--- src/rtl/output_byte_sink.sv ---
// output_byte_sink: buffers the fetch-stage byte stream in a FIFO and hands it to the host over valid/ready.
// Optional feature macro: OUTPUT_SINK_CHECKSUM_EN appends a modulo-256 checksum byte to each frame.
module output_byte_sink #(
  parameter int DEPTH = 16,
  parameter int CNT_W = 24
) (
  input  logic             clock,
  input  logic             reset_n,
  input  logic             clear,
  input  logic             in_valid,
  input  logic [7:0]       in_data,
  input  logic             in_done,
  output logic             out_valid,
  output logic [7:0]       out_data,
  output logic             out_last,
  input  logic             out_ready,
  output logic             overflow,
  output logic             busy,
  output logic             frame_done,
  output logic [CNT_W-1:0] byte_count
);

  localparam int AW = $clog2(DEPTH);
  localparam logic [AW:0] PTR_ONE = {{AW{1'b0}}, 1'b1};
  localparam logic [CNT_W-1:0] CNT_ONE = {{(CNT_W-1){1'b0}}, 1'b1};

  typedef enum logic [2:0] {
    ST_IDLE   = 3'd0,
    ST_STREAM = 3'd1,
    ST_DRAIN  = 3'd2,
    ST_FINISH = 3'd3
`ifdef OUTPUT_SINK_CHECKSUM_EN
    ,
    ST_CKSUM  = 3'd4
`endif
  } state_e;

  logic [7:0]       mem_q [DEPTH];
  logic [AW:0]      wr_ptr_q;
  logic [AW:0]      rd_ptr_q;
  state_e           state_q;
  logic             in_done_q;
  logic             overflow_q;
  logic             busy_q;
  logic             frame_done_q;
  logic [CNT_W-1:0] byte_count_q;
`ifdef OUTPUT_SINK_CHECKSUM_EN
  logic [7:0]       cksum_q;
`endif

  logic [AW:0] fill_s;
  logic        fifo_empty_s;
  logic        fifo_full_s;
  logic        fifo_pop_s;
  logic        push_req_s;
  logic        push_ok_s;
  logic        done_rise_s;
  logic        last_entry_s;

  assign fill_s       = wr_ptr_q - rd_ptr_q;
  assign fifo_empty_s = (wr_ptr_q == rd_ptr_q);
  assign fifo_full_s  = (wr_ptr_q[AW] != rd_ptr_q[AW]) &&
                        (wr_ptr_q[AW-1:0] == rd_ptr_q[AW-1:0]);
  assign fifo_pop_s   = !fifo_empty_s && out_ready;
  assign push_req_s   = in_valid && ((state_q == ST_IDLE) || (state_q == ST_STREAM));
  // A full FIFO still takes a byte when the head leaves in the same cycle.
  assign push_ok_s    = push_req_s && (!fifo_full_s || fifo_pop_s);
  assign done_rise_s  = in_done && !in_done_q;
  assign last_entry_s = (fill_s == PTR_ONE);

  // FIFO storage; contents are never observed while empty, so no reset is needed.
  always_ff @(posedge clock) begin
    if (push_ok_s && !clear) begin
      mem_q[wr_ptr_q[AW-1:0]] <= in_data;
    end
  end

  // Frame FSM, FIFO pointers, counters and registered status flags.
  always_ff @(posedge clock or negedge reset_n) begin
    if (!reset_n) begin
      wr_ptr_q     <= '0;
      rd_ptr_q     <= '0;
      state_q      <= ST_IDLE;
      in_done_q    <= 1'b0;
      overflow_q   <= 1'b0;
      busy_q       <= 1'b0;
      frame_done_q <= 1'b0;
      byte_count_q <= '0;
`ifdef OUTPUT_SINK_CHECKSUM_EN
      cksum_q      <= 8'h00;
`endif
    end else if (clear) begin
      wr_ptr_q     <= '0;
      rd_ptr_q     <= '0;
      state_q      <= ST_IDLE;
      in_done_q    <= in_done;
      overflow_q   <= 1'b0;
      busy_q       <= 1'b0;
      frame_done_q <= 1'b0;
      byte_count_q <= '0;
`ifdef OUTPUT_SINK_CHECKSUM_EN
      cksum_q      <= 8'h00;
`endif
    end else begin
      in_done_q    <= in_done;
      frame_done_q <= 1'b0;
      if (fifo_pop_s) begin
        rd_ptr_q <= rd_ptr_q + PTR_ONE;
      end
      if (push_ok_s) begin
        wr_ptr_q <= wr_ptr_q + PTR_ONE;
      end
      case (state_q)
        ST_IDLE: begin
          if (in_valid) begin
            state_q      <= ST_STREAM;
            busy_q       <= 1'b1;
            overflow_q   <= 1'b0;
            byte_count_q <= CNT_ONE;
`ifdef OUTPUT_SINK_CHECKSUM_EN
            cksum_q      <= in_data;
`endif
          end
        end
        ST_STREAM: begin
          if (in_valid) begin
            if (push_ok_s) begin
              if (byte_count_q != {CNT_W{1'b1}}) begin
                byte_count_q <= byte_count_q + CNT_ONE;
              end
`ifdef OUTPUT_SINK_CHECKSUM_EN
              cksum_q <= cksum_q + in_data;
`endif
            end else begin
              overflow_q <= 1'b1;
            end
          end
          if (done_rise_s) begin
            state_q <= ST_DRAIN;
          end
        end
        ST_DRAIN: begin
          if (in_valid) begin
            overflow_q <= 1'b1;
          end
`ifdef OUTPUT_SINK_CHECKSUM_EN
          if (fifo_empty_s) begin
            state_q <= ST_CKSUM;
          end
`else
          // An already-empty FIFO (host drained it during STREAM) must still close the frame.
          if (fifo_empty_s || (fifo_pop_s && last_entry_s)) begin
            state_q      <= ST_FINISH;
            frame_done_q <= 1'b1;
          end
`endif
        end
`ifdef OUTPUT_SINK_CHECKSUM_EN
        ST_CKSUM: begin
          if (in_valid) begin
            overflow_q <= 1'b1;
          end
          if (out_ready) begin
            state_q      <= ST_FINISH;
            frame_done_q <= 1'b1;
          end
        end
`endif
        ST_FINISH: begin
          if (in_valid) begin
            overflow_q <= 1'b1;
          end
          state_q <= ST_IDLE;
          busy_q  <= 1'b0;
        end
        default: begin
          state_q <= ST_IDLE;
          busy_q  <= 1'b0;
        end
      endcase
    end
  end

  // Host-facing byte view, derived only from registered state.
  always_comb begin
    out_valid = !fifo_empty_s;
    out_data  = fifo_empty_s ? 8'h00 : mem_q[rd_ptr_q[AW-1:0]];
`ifdef OUTPUT_SINK_CHECKSUM_EN
    out_last  = 1'b0;
    if (state_q == ST_CKSUM) begin
      out_valid = 1'b1;
      out_data  = cksum_q;
      out_last  = 1'b1;
    end else begin
      out_last  = 1'b0;
    end
`else
    out_last  = (state_q == ST_DRAIN) && last_entry_s;
`endif
  end

  assign overflow   = overflow_q;
  assign busy       = busy_q;
  assign frame_done = frame_done_q;
  assign byte_count = byte_count_q;

endmodule

--- config.mk ---
export PLATFORM = sky130hd
export DESIGN_NAME = output_byte_sink
export DESIGN_NICKNAME = d
export VERILOG_FILES = /design/src/rtl/output_byte_sink.sv
export SDC_FILE = /design/constraint.sdc
export NUM_CORES = 1
export LEC_CHECK = 0
export CAP_MARGIN = 10
export CORE_MARGIN = 3
export CORE_UTILIZATION = 30
export CTS_BUF_LIST = sky130_fd_sc_hd__clkbuf_2
export DETAILED_ROUTE_END_ITERATION = 12
export PLACE_DENSITY_LB_ADDON = 0.15
export SLEW_MARGIN = 10
export SYNTH_ARGS = -nofsm -noshare
export SYNTH_HDL_FRONTEND = slang
export SYNTH_SLANG_ARGS = --single-unit
export TNS_END_PERCENT = 20
--- constraint.sdc ---
create_clock -name clock -period 8.96 [get_ports clock]
set_input_delay 1.792 -clock clock [delete_from_list [all_inputs] [get_ports clock]]
set_output_delay 1.792 -clock clock [all_outputs]
set_load 0.005 [all_outputs]
; ---- Word level (Yosys, flattened, before mapping)
; Memory sizes are Yosys's and may differ from the RTL's.
; Cells that the tools add are included.
[classes]
n_addsub = 4
n_eq_ne = 17
mux = 29
reduce_logical = 26
[op_table]
columns = operator, count
row1 = two-way mux 24 bit, 5
row2 = one-hot mux 24 bit (2 select lines), 1
row3 = "adder 24 x 1 -> 24 bit, second input constant", 1
row4 = "!= test 24 bit, second input constant", 1
row5 = two-way mux 5 bit, 4
row6 = "!= test 3 bit, second input constant", 6
row7 = two-way mux 3 bit, 4
row8 = two-way mux 1 bit, 11
row9 = "adder 5 x 1 -> 5 bit, second input constant", 2
row10 = AND reduction 5 bit, 2
row11 = one-hot mux 3 bit (3 select lines), 1
row12 = logical AND 1 bit, 8
row13 = two-way mux 8 bit, 1
row14 = "equality test 3 x 2 -> 1 bit, second input constant", 2
row15 = "equality test 5 x 1 -> 1 bit, second input constant", 1
row16 = equality test 5 bit, 1
row17 = subtractor 5 bit, 1
row18 = equality test 4 bit, 1
row19 = zero test 1 bit, 4
row20 = nonzero test 2 bit, 2
row21 = nonzero test 4 bit, 1
row22 = OR reduction 2 bit, 2
row23 = "equality test 3 x 1 -> 1 bit, second input constant", 1
row24 = zero test 3 bit, 1
row25 = 10 further kinds, 12
[word_totals]
regBits = 41
mem_bits_rw = 128
input_bits = 14
output_inout_bits = 37
word_cells = 85
n_memories = 1
[mem_list]
columns = memory, words, word_bits, read_ports, rd_ports_with_merged_regs, wr, line
row1 = mem_q, 16, 8, 1, 0, 1, 38  ; logic [7:0] mem_q [DEPTH];

; ---- Logic depth before layout (Yosys ltp)
[depth]
word_depth = 9
depth_mapped = 10

; ---- Worst setup path after synthesis
; Ideal clock, no wire load.
[synth_timing]
path_kind = register -> output
from = register rd_ptr_q[1]
to = output port out_data[0]
arrival_ns = 2.135
required_ns = 7.168
slack_ns = 5.033
path_stages_with_launch = 9
path_buffers = 3
path_cell_list = dfrtp_1 clkbuf_1 clkbuf_1 inv_1 ha_1 nand4_1 or2_2 clkbuf_1 and2_1
[synth_between]
elab_chain_len = 2
word_cells_on_any_way = 3
[synth_rtl]
columns = item, line
row1 = from (decl), 40  ; logic [AW:0] rd_ptr_q;
row2 = from (signal assigned), 108  ; rd_ptr_q <= rd_ptr_q + PTR_ONE;
row3 = memory (16 x 8 bit) or equality test 5 bit (tied branches), -
row4 = two-way mux 8 bit *, 187  ; out_data = fifo_empty_s ? 8'h00 : mem_q[rd_ptr_q[AW-1:0]];
row5 = to (decl), 14  ; output logic [7:0] out_data,
; Mark *: on every way between the ends. The rest lies on a longest branch, timed or not.

; ---- Final worst setup path
[layout_timing]
from = register rd_ptr_q[0]
to = output port out_data[0]
; Same word-level chain as after synthesis.

==> reports/metrics.cfg <==
[outcome]
status=complete, no violations

[synth]
synth_edf_count=128
netlist_top_cells_area=edfxtp_1 51%, dfrtp_1 13%, mux4_2 12%, and2_1 2.3%, ha_1 2.3%
synthFlopType=edfxtp_1
ys_seq_elements=168
seq_area_frac_synth_pct=64.6
synth_area_per_cell_sq_um=15.8
yosysUniqueCellTypes=50
synth_commonest_cells=128 x edfxtp_1, 40 x dfrtp_1, 40 x mux4_2
synth_area_leader_cell=edfxtp_1
netlist_area_sq_um=7500
syn_nets=504
synth_top_area_share_pct=51.3
syn_inst=475
synth_most_common_cell=edfxtp_1
synth_warnings=0
async_flop_share_pct=23.8

[detailed_routing]
route.detailed.wl_per_inst_microns=19.8
routed_via_density=4.98
drc=0
vias=4284
first_iter_violations=317
drt-total-wl_microns=17000
drt_first_pass_iters=4
antenna_left=0

[die]
core_area_sq_um=24500
start_util_pct=30.6
fp.dieH_microns=164
die_w_microns=164
rows=57
io_pins=51
dieArea_sq_um=26900

[flow_run]
maxCapViolations=0

[sta]
setup_viol=0
rsz0062_at_grt=no
slew_viol_final=0
period_needed_ns=5.34
fmax_mhz=187
hold_violations=0
fin_tns_setup_ns=0
clock_skew_ns=0.0312
slew_headroom_pct=34.6
worst-slew-pin-transition_ns=0.981
timing.final.crit_share_pct=59.6

[global_routing]
grt_max_degree=41
first_global_vias=4525
grtUsageTotal_pct=13.3
grt_pass1_wl_microns=26800
grt_overflow=0
antenna_found_initial=1

[setup_path]
r2r-start=rd_ptr_q[3]
r2r_slack_ns=5.57
arrival_ns=3.55
critical_path_class=reg -> out
r2r_cells=6
start_kind=register
timing.rr.end=mem_q[2][3]
critPathCaptureType=output port
cp_max_fo=28
required_ns=7.17

[power]
powerDensity_nw_per_um2=203
p_leak_nw=2.82
total_power_mw=1.74
ir_drop_mv=0.0868
p_clk_share_pct=25.2
power.share.sequential_pct=50.9
comb_power_share_pct=23.9
switching_share_pct=30.4
power.internal_mw=1.21
p_switching_mw=0.529

[place]
dp_hpwl_microns=10700
gp_congestion=0.740
portBuffers=50

[clocking]
post_cts_buffers=0
cts-htree-levels=4
clk_latency_ns=0.74
clockRootBuffer=clkbuf_2
cts_tree=done
cts_buffer_depth=2
clk_pin_slew_ns=0.25
cts_buffers=17
cts_resized=0
clkSinkCount=168
hold_buffers=0

[min_path]
whs_path_depth=2
hold_class=reg -> reg
min_from=byte_count[4]
whs_endpoint=byte_count[4]

[layout]
drive_gt1_share_pct=16.6
num-fill-cells=2345
final_nets=551
syn2layout_area_growth_pct=14.4

-- stage by stage --
step                area (sq um)  setup WS [ns]  util, %  hold slack (ns)  cells
finish                      8580           3.62     35.1            0.593    860
global route                8580           3.32     35.1            0.632    860
CTS                         8570           3.46     35.1            0.591    859
detailed placement          8310           4.34     34.0            0.560    827
global placement            8310           4.36     34.0            0.548    827
floorplan                   7500           5.03        -            0.529    475
-- worst max-delay path by stage --
stage                startpoint           to  slack [ns]
finish              rd_ptr_q[0]  out_data[0]        3.62
global route        rd_ptr_q[0]  out_data[4]        3.32
CTS                 rd_ptr_q[0]  out_data[0]        3.46
detailed placement  rd_ptr_q[0]  out_data[0]        4.34
global placement    rd_ptr_q[0]  out_data[0]        4.36
floorplan           rd_ptr_q[1]  out_data[0]        5.03
-- flip-flops by register name, indices dropped and copies added, names as in the netlist --
| register | cells |
|---|---|
| overflow | 1 |
| wr_ptr_q | 5 |
| rd_ptr_q | 5 |
| mem_q | 128 |
| frame_done | 1 |
| byte_count | 24 |
| state_q | 2 |
| busy | 1 |
| in_done_q | 1 |
-- cells by family after synthesis --
group	share of synthesized area (%)
flops	64.6
compound gates	5.49
buf+inv	2.47
fa+ha+maj	2.60
simple gates	10.5
mux	13.0
xor+xnor	1.29
-- layout by cell type, fill, tap and decap left out, types with 5 or more instances in the layout --
cell type	n
edfxtp_1	128
clkdlybuf4s50_1	49
mux4_2	40
dfrtp_1	39
and2_1	28
a21oi_1	26
clkbuf_2	18
nor2_1	15
o31ai_1	14
or4_1	14
ha_1	14
inv_1	12
nand3_1	12
nand2_1	11
nand4_1	9
inv_6	8
xnor2_1	7
and3_1	6
or3_1	6
nand2b_1	5
o21ai_1	5
mux2i_1	5
buf_4	5
-- power by group through the flow --
stage	Combinational [mW]	Sequential [mW]	Clock, mW
floorplan	0.272	0.895	0
global placement	0.420	0.903	0
detailed placement	0.424	0.904	0
CTS	0.425	0.887	0.457
global route	0.462	0.892	0.493
finish	0.416	0.887	0.439
-- routing by layer --
layer	share of wire [%]	up-vias	wire, microns	track usage [%]
met3	3.7	8	633	3.33
met5	0	-	0	0
met4	0.57	0	97	3.42
met1	46	2215	7870	17.8
met2	50	75	8440	21.9
li1	-	1986	-	-
-- worst max-delay path, cell delays in order, from the launching register on --
cell and delay, ns:
dfrtp_2 0.58, buf_4 0.53, mux4_2 0.57, mux4_2 0.52, and2_1 0.18, clkdlybuf4s50_1 0.44
-- layout make-up --
type                       count  area, sq um  area share (%)
multi-input combinational    267         2480            28.9
antenna                        1         2.50          0.0292
timing repair buffer          55          533            6.21
clock inverter                14          173            2.01
tap                          324          405            4.73
clock buffer                  18         90.1            1.05
inverter                      13         48.8           0.569
sequential                   168         4850            56.5
No activity file was read; power rests on OpenSTA's default activity.
